[config.mk]
export PLATFORM = sky130hd
export DESIGN_NAME = apb_cmd_master_flat
export DESIGN_NICKNAME = d
export VERILOG_FILES = /design/src/rtl/apb_cmd_master_if.sv /design/src/rtl/apb_cmd_master.sv /design/src/flat_wrapper.sv
export SDC_FILE = /design/constraint.sdc
export NUM_CORES = 1
export LEC_CHECK = 0
export ABC_AREA = 1
export CAP_MARGIN = 30
export CORE_MARGIN = 5
export CORE_UTILIZATION = 25
export CTS_CLUSTER_SIZE = 40
export DETAILED_ROUTE_END_ITERATION = 10
export PLACE_DENSITY = 0.65
export SLEW_MARGIN = 15
export SYNTH_ARGS = -nofsm -noshare
export SYNTH_HDL_FRONTEND = slang
export SYNTH_SLANG_ARGS = --single-unit
[constraint.sdc]
create_clock -name sys_clk -period 3 [get_ports sys_clk]
set_clock_uncertainty 0.2 [all_clocks]
set_input_delay 0.6 -clock sys_clk [delete_from_list [all_inputs] [get_ports sys_clk]]
set_output_delay 0.6 -clock sys_clk [all_outputs]
set_load 0.01 [all_outputs]
[src/rtl/apb_cmd_master_if.sv]
// Bundle of the command/response stream and the APB4 requester bus seen by
// apb_cmd_master. The master modport is the requester's view; the slave
// modport is the view of whatever sits on the other side (shim plus timer).
interface apb_cmd_master_if #(
  parameter int ADDR_W = 12,
  parameter int DATA_W = 32
);
  localparam int STRB_W = DATA_W / 8;

  // Command stream
  logic              cmd_valid;
  logic              cmd_ready;
  logic              cmd_write;
  logic [ADDR_W-1:0] cmd_addr;
  logic [DATA_W-1:0] cmd_wdata;
  logic [STRB_W-1:0] cmd_strb;

  // Response stream
  logic              rsp_valid;
  logic              rsp_ready;
  logic [DATA_W-1:0] rsp_rdata;
  logic              rsp_err;
  logic              rsp_timeout;

  // APB4 bus
  logic              psel;
  logic              penable;
  logic              pwrite;
  logic [ADDR_W-1:0] paddr;
  logic [DATA_W-1:0] pwdata;
  logic [STRB_W-1:0] pstrb;
  logic              pready;
  logic              pslverr;
  logic [DATA_W-1:0] prdata;

  modport master (
    input  cmd_valid, cmd_write, cmd_addr, cmd_wdata, cmd_strb,
    output cmd_ready,
    output rsp_valid, rsp_rdata, rsp_err, rsp_timeout,
    input  rsp_ready,
    output psel, penable, pwrite, paddr, pwdata, pstrb,
    input  pready, pslverr, prdata
  );

  modport slave (
    output cmd_valid, cmd_write, cmd_addr, cmd_wdata, cmd_strb,
    input  cmd_ready,
    input  rsp_valid, rsp_rdata, rsp_err, rsp_timeout,
    output rsp_ready,
    input  psel, penable, pwrite, paddr, pwdata, pstrb,
    output pready, pslverr, prdata
  );
endinterface

[src/rtl/apb_cmd_master.sv]
// APB4 requester: turns one valid/ready command into one APB transfer
// (SETUP then ACCESS), with an optional wait-state limit, and returns the
// result on a valid/ready response channel. One transfer in flight at a time.
module apb_cmd_master #(
  parameter int ADDR_W  = 12,
  parameter int DATA_W  = 32,
  parameter int TIMEOUT = 16   // ACCESS cycles with pready=0 before abort; 0 = never
) (
  input logic                sys_clk,
  input logic                sys_rst,
  apb_cmd_master_if.master   bus
);
  localparam int STRB_W = DATA_W / 8;
  localparam int CNT_W  = (TIMEOUT > 2) ? $clog2(TIMEOUT) : 1;
  localparam logic [CNT_W-1:0] CNT_LAST = CNT_W'((TIMEOUT > 0) ? TIMEOUT - 1 : 0);

  typedef enum logic [1:0] {
    IDLE   = 2'd0,
    SETUP  = 2'd1,
    ACCESS = 2'd2
  } state_t;

  state_t            state_q, state_d;
  logic              run_q;          // low during reset and until the first edge after it
  logic              pwrite_q, pwrite_d;
  logic [ADDR_W-1:0] paddr_q, paddr_d;
  logic [DATA_W-1:0] pwdata_q, pwdata_d;
  logic [STRB_W-1:0] pstrb_q, pstrb_d;
  logic [CNT_W-1:0]  cnt_q, cnt_d;
  logic              rsp_valid_q, rsp_valid_d;
  logic [DATA_W-1:0] rsp_rdata_q, rsp_rdata_d;
  logic              rsp_err_q, rsp_err_d;
  logic              rsp_timeout_q, rsp_timeout_d;
  logic              cmd_ready;
  logic              psel;
  logic              penable;

  // Next-state, captured command, wait counter, response and bus controls.
  always_comb begin
    // NOTE: every signal written here gets a default first; a path that skips
    // an assignment would otherwise infer a latch.
    state_d       = state_q;
    pwrite_d      = pwrite_q;
    paddr_d       = paddr_q;
    pwdata_d      = pwdata_q;
    pstrb_d       = pstrb_q;
    cnt_d         = cnt_q;
    rsp_valid_d   = rsp_valid_q;
    rsp_rdata_d   = rsp_rdata_q;
    rsp_err_d     = rsp_err_q;
    rsp_timeout_d = rsp_timeout_q;
    cmd_ready     = run_q && (state_q == IDLE) && !rsp_valid_q;
    psel          = 1'b0;
    penable       = 1'b0;

    // A consumed response clears; it can never coincide with a completion
    // because no command is accepted while a response is pending.
    if (rsp_valid_q && bus.rsp_ready) begin
      rsp_valid_d   = 1'b0;
      rsp_rdata_d   = '0;
      rsp_err_d     = 1'b0;
      rsp_timeout_d = 1'b0;
    end

    case (state_q)
      IDLE: begin
        if (cmd_ready && bus.cmd_valid) begin
          pwrite_d = bus.cmd_write;
          paddr_d  = bus.cmd_addr;
          pwdata_d = bus.cmd_wdata;
          pstrb_d  = bus.cmd_write ? bus.cmd_strb : '0;
          cnt_d    = '0;
          state_d  = SETUP;
        end
      end
      SETUP: begin
        psel    = 1'b1;
        state_d = ACCESS;
      end
      ACCESS: begin
        psel    = 1'b1;
        penable = 1'b1;
        if (bus.pready) begin
          state_d       = IDLE;
          rsp_valid_d   = 1'b1;
          rsp_err_d     = bus.pslverr;
          rsp_timeout_d = 1'b0;
          rsp_rdata_d   = pwrite_q ? '0 : bus.prdata;
        end else if ((TIMEOUT != 0) && (cnt_q == CNT_LAST)) begin
          state_d       = IDLE;
          rsp_valid_d   = 1'b1;
          rsp_err_d     = 1'b1;
          rsp_timeout_d = 1'b1;
          rsp_rdata_d   = '0;
        end else begin
          cnt_d = cnt_q + 1'b1;
        end
      end
      default: state_d = IDLE;
    endcase
  end

  // State and datapath registers; reset drops any transfer in flight.
  always_ff @(posedge sys_clk or posedge sys_rst) begin
    // NOTE: sequential state uses non-blocking assignments so every register
    // samples the pre-edge value of the others.
    if (sys_rst) begin
      state_q       <= IDLE;
      run_q         <= 1'b0;
      pwrite_q      <= 1'b0;
      paddr_q       <= '0;
      pwdata_q      <= '0;
      pstrb_q       <= '0;
      cnt_q         <= '0;
      rsp_valid_q   <= 1'b0;
      rsp_rdata_q   <= '0;
      rsp_err_q     <= 1'b0;
      rsp_timeout_q <= 1'b0;
    end else begin
      state_q       <= state_d;
      run_q         <= 1'b1;
      pwrite_q      <= pwrite_d;
      paddr_q       <= paddr_d;
      pwdata_q      <= pwdata_d;
      pstrb_q       <= pstrb_d;
      cnt_q         <= cnt_d;
      rsp_valid_q   <= rsp_valid_d;
      rsp_rdata_q   <= rsp_rdata_d;
      rsp_err_q     <= rsp_err_d;
      rsp_timeout_q <= rsp_timeout_d;
    end
  end

  assign bus.cmd_ready   = cmd_ready;
  assign bus.psel        = psel;
  assign bus.penable     = penable;
  assign bus.pwrite      = pwrite_q;
  assign bus.paddr       = paddr_q;
  assign bus.pwdata      = pwdata_q;
  assign bus.pstrb       = pstrb_q;
  assign bus.rsp_valid   = rsp_valid_q;
  assign bus.rsp_rdata   = rsp_rdata_q;
  assign bus.rsp_err     = rsp_err_q;
  assign bus.rsp_timeout = rsp_timeout_q;
endmodule

[src/flat_wrapper.sv]
// flat-port wrapper written by rule: the top's interface ports become plain ports
module apb_cmd_master_flat 
#(
  parameter int ADDR_W  = 12,
  parameter int DATA_W  = 32,
  parameter int TIMEOUT = 16                                                         
)
  (sys_clk, sys_rst, bus_cmd_valid, bus_cmd_write, bus_cmd_addr, bus_cmd_wdata, bus_cmd_strb, bus_cmd_ready, bus_rsp_valid, bus_rsp_rdata, bus_rsp_err, bus_rsp_timeout, bus_rsp_ready, bus_psel, bus_penable, bus_pwrite, bus_paddr, bus_pwdata, bus_pstrb, bus_pready, bus_pslverr, bus_prdata);
  apb_cmd_master_if #(.ADDR_W(ADDR_W), .DATA_W(DATA_W)) bus_i ();
  input logic sys_clk;
  input logic sys_rst;
  input wire logic [$bits(bus_i.cmd_valid)-1:0] bus_cmd_valid;
  input wire logic [$bits(bus_i.cmd_write)-1:0] bus_cmd_write;
  input wire logic [$bits(bus_i.cmd_addr)-1:0] bus_cmd_addr;
  input wire logic [$bits(bus_i.cmd_wdata)-1:0] bus_cmd_wdata;
  input wire logic [$bits(bus_i.cmd_strb)-1:0] bus_cmd_strb;
  output wire logic [$bits(bus_i.cmd_ready)-1:0] bus_cmd_ready;
  output wire logic [$bits(bus_i.rsp_valid)-1:0] bus_rsp_valid;
  output wire logic [$bits(bus_i.rsp_rdata)-1:0] bus_rsp_rdata;
  output wire logic [$bits(bus_i.rsp_err)-1:0] bus_rsp_err;
  output wire logic [$bits(bus_i.rsp_timeout)-1:0] bus_rsp_timeout;
  input wire logic [$bits(bus_i.rsp_ready)-1:0] bus_rsp_ready;
  output wire logic [$bits(bus_i.psel)-1:0] bus_psel;
  output wire logic [$bits(bus_i.penable)-1:0] bus_penable;
  output wire logic [$bits(bus_i.pwrite)-1:0] bus_pwrite;
  output wire logic [$bits(bus_i.paddr)-1:0] bus_paddr;
  output wire logic [$bits(bus_i.pwdata)-1:0] bus_pwdata;
  output wire logic [$bits(bus_i.pstrb)-1:0] bus_pstrb;
  input wire logic [$bits(bus_i.pready)-1:0] bus_pready;
  input wire logic [$bits(bus_i.pslverr)-1:0] bus_pslverr;
  input wire logic [$bits(bus_i.prdata)-1:0] bus_prdata;
  assign bus_i.cmd_valid = bus_cmd_valid;
  assign bus_i.cmd_write = bus_cmd_write;
  assign bus_i.cmd_addr = bus_cmd_addr;
  assign bus_i.cmd_wdata = bus_cmd_wdata;
  assign bus_i.cmd_strb = bus_cmd_strb;
  assign bus_cmd_ready = bus_i.cmd_ready;
  assign bus_rsp_valid = bus_i.rsp_valid;
  assign bus_rsp_rdata = bus_i.rsp_rdata;
  assign bus_rsp_err = bus_i.rsp_err;
  assign bus_rsp_timeout = bus_i.rsp_timeout;
  assign bus_i.rsp_ready = bus_rsp_ready;
  assign bus_psel = bus_i.psel;
  assign bus_penable = bus_i.penable;
  assign bus_pwrite = bus_i.pwrite;
  assign bus_paddr = bus_i.paddr;
  assign bus_pwdata = bus_i.pwdata;
  assign bus_pstrb = bus_i.pstrb;
  assign bus_i.pready = bus_pready;
  assign bus_i.pslverr = bus_pslverr;
  assign bus_i.prdata = bus_prdata;
  apb_cmd_master #(.ADDR_W(ADDR_W), .DATA_W(DATA_W), .TIMEOUT(TIMEOUT)) u_core (.sys_clk(sys_clk), .sys_rst(sys_rst), .bus(bus_i));
endmodule
==> results.py <==
metrics = {
    "status": {
        "status": "finished, final reports clean",
    },
    "timing": {
        "final-setup-viol-count": 0,
        "fmax_mhz": 376.4,
        "grt_setup_unrepaired": "no",
        "fin_crit_ns": 2.657,
        "tns_ns": 0,
        "fin_ws_ns": 0.3435,
        "post-route-period-util": 0.8855,
        "relSlewSlack": 0.4002,
        "tightest_slew_ns": 0.8997,
        "final_max_slew_viol_count": 0,
        "final_hold_viol_count": 0,
    },
    "route": {
        "wl_per_cell_um": 14.21,
        "ant_nets": 0,
        "dr.pass1.iters": 4,
        "maxUsedRoutingLayer": "met4",
        "via_count": 3433,
        "met3_wirelength_um": 1138,
        "m1WireLength_um": 5186,
        "vias_per_cell": 4.259,
        "wirelength_um": 11460,
        "drc": 0,
        "met2_length_um": 4970,
        "drtIter0Drc": 147,
    },
    "floorplan": {
        "chipHeight_um": 136.2,
        "die_w_um": 136.2,
        "core_area_um2": 15770,
        "row_count": 46,
        "fp.dieArea_um2": 18550,
        "initial_core_util": 0.2525,
        "pin_count": 174,
    },
    "synthesis": {
        "yosys-top-cells-area": "dfrtp_1 (57%), nand2_1 (14%), o22ai_2 (9.4%)",
        "yosysUniqueCellTypes": 22,
        "synth_edf_count": 0,
        "syn_nets": 511,
        "ys_seq_elements": 91,
        "synth_top_area_share": 0.5720,
        "synth_commonest_cells": "nand2_1 (152), dfrtp_1 (91), nand3_1 (50)",
        "synth-async-reset-ratio": 1.000,
        "synth.most_common_cell": "nand2_1",
        "syn_inst": 419,
        "syn-cell-area_um2": 3981,
        "yosysWarnings": 0,
        "ys.flop_type": "dfrtp_1",
        "synth_top_area_cell": "dfrtp_1",
        "syn_area_per_cell_um2": 9.502,
        "synth-seq-area-share": 0.5720,
    },
    "setup_path": {
        "crit_chain": "inv_1 -> ha_1 -> inv_1 -> nor2_4 -> clkdlybuf4s50_1",
        "crit_end": "bus_cmd_ready",
        "max_stage_delay_ns": 0.58,
        "path_max_fanout": 3,
        "worstSetupEndpointType": "output pin",
        "r2r.worst_path.cells": 5,
        "path_class": "reg -> out",
        "arrival_ns": 1.86,
        "reg2reg_from": "u_core.state_q[0]",
        "crit_top_cell": "inv_1",
        "r2r_end": "u_core.bus.rsp_rdata[31]",
        "cp_data_required_time_ns": 2.20,
        "cp-startpoint": "u_core.state_q[0]",
        "worst_path_max_delay_cell": "clkdlybuf4s50_1",
        "r2r_setup_slack_ns": 0.89,
        "crit_path_start_kind": "flop",
    },
    "clock_tree": {
        "cts_sinks": 91,
        "cts_buffers": 9,
        "cts_tree": "built",
        "ctsHoldBuffers": 0,
        "cts_buffer_depth": 2,
        "root_buffer": "clkbuf_16",
        "cts_max_level": 3,
        "cts_setup_buffers": 0,
        "cts_resized": 0,
        "clk_latency_ns": 0.33,
        "clk_pin_slew_ns": 0.06,
    },
    "layout": {
        "syn2layout_area_growth_pct": 57.61,
        "nets": 677,
        "insertedDiodeCount": 0,
        "n_fill_cell": 1587,
        "drive_above_1_share": 0.1034,
        "final_area_um2": 6275,
        "finalCoreUtilization": 0.3979,
    },
    "global_route": {
        "grt_start_max_net_pins": 92,
        "antenna_found_initial": 0,
        "grt-ovfl-total": 0,
        "grt_pass1_wl_um": 18040,
        "grt_pass1_vias": 3506,
        "grt_util_all_layers": 0.1231,
    },
    "place": {
        "hpwl_um": 8429,
        "io_buffers": 173,
        "place_area_um2": 5899,
        "dpl_worst_slack_ns": 0.5891,
        "gp_congestion": 0.7680,
    },
    "power": {
        "leakage_nw": 2.935,
        "powerDensity_nw_per_um2": 952.8,
        "irDropWorstVdd_mv": 0.3369,
    },
    "run": {
        "cap_violations": 0,
    },
    "min_path": {
        "worst_hold_path_type": "reg -> reg",
    },
}
[worst max-delay path: cells and delay by family (launching register included)]
kind / cells / cell delay [ns]
and+or+nand+nor: 1 / 0.17
DFF: 1 / 0.40
buffers and inverters: 3 / 0.78
adders and majority gates: 1 / 0.18
[final cells by class]
class                   count  area (um2)  share of cell area
clock buffers              10       239.0             0.03809
clock inverters             6       136.4             0.02173
inverters                  42       161.4             0.02572
multi-input cells         261        1399              0.2229
flip-flops and latches     91        2277              0.3629
well taps                 216       270.3             0.04307
repair buffers            180        1792              0.2855
[worst min-delay path by stage]
stage                          startpoint               endpoint  slack, ns  cells after the start
floorplan               u_core.state_q[1]      u_core.state_q[1]       0.27                      2
global placement      u_core.bus.paddr[7]    u_core.bus.paddr[7]       0.25                      2
detailed placement  u_core.bus.pwdata[16]  u_core.bus.pwdata[16]       0.26                      2
CTS                 u_core.bus.pwdata[16]  u_core.bus.pwdata[16]       0.27                      2
global route        u_core.bus.pwdata[16]  u_core.bus.pwdata[16]       0.30                      2
finish              u_core.bus.pwdata[16]  u_core.bus.pwdata[16]       0.27                      2
[power by group]
part	total, mW	switching (mW)	leakage (nW)	internal, mW
combinational	2.52	1.16	1.58	1.36
sequential	2.06	0.315	1.17	1.74
clock	1.40	0.473	0.179	0.923
total	5.98	1.95	2.93	4.03
[logic make-up (layout without fill, tap and decap cells)]
family / count (synthesis) / in the layout / synth area share
simple gates: 209 / 209 / 0.2153
flops: 91 / 91 / 0.5720
buf+inv: 67 / 238 / 0.07983
compound gates: 46 / 46 / 0.1163
fa+ha+maj: 5 / 5 / 0.01571
other cells: 1 / 1 / 0.0009419
[per-stage QoR]
stage	instances	hold WS (ns)	power, mW
floorplan	419	0.2668	3.213
global placement	790	0.2549	4.574
detailed placement	790	0.2576	4.640
CTS	806	0.2745	6.083
global route	806	0.2973	6.378
finish	806	0.2716	5.979
[registers in the layout, summed over array words and instances, names as in the netlist]
register                flops
u_core.bus.rsp_valid        1
u_core.state_q              2
u_core.bus.pwdata          32
u_core.bus.rsp_err          1
u_core.bus.pstrb            4
u_core.bus.rsp_rdata       32
u_core.bus.rsp_timeout      1
u_core.run_q                1
u_core.bus.paddr           12
u_core.bus.pwrite           1
u_core.cnt_q                4
[routing by layer]
layer / vias up / global-route usage
met5: - / 0
met4: 0 / 0.04871
met3: 10 / 0.04700
met2: 142 / 0.1841
met1: 1612 / 0.1606
li1: 1669 / -
[placed cells by master, fill, tap and decap left out, drive strengths merged, types with 2 or more instances in the layout]
master         instances
ha                     5
buf                    8
o22ai                 32
clkinvlp               2
bufinv                 4
clkdlybuf4s50        172
dfrtp                 91
clkbuf                10
nand2                153
o21ai                 10
nand3                 50
nor2                   3
inv                   41
a21oi                  2
or2                    2
Power figures use the tool's default switching activity.
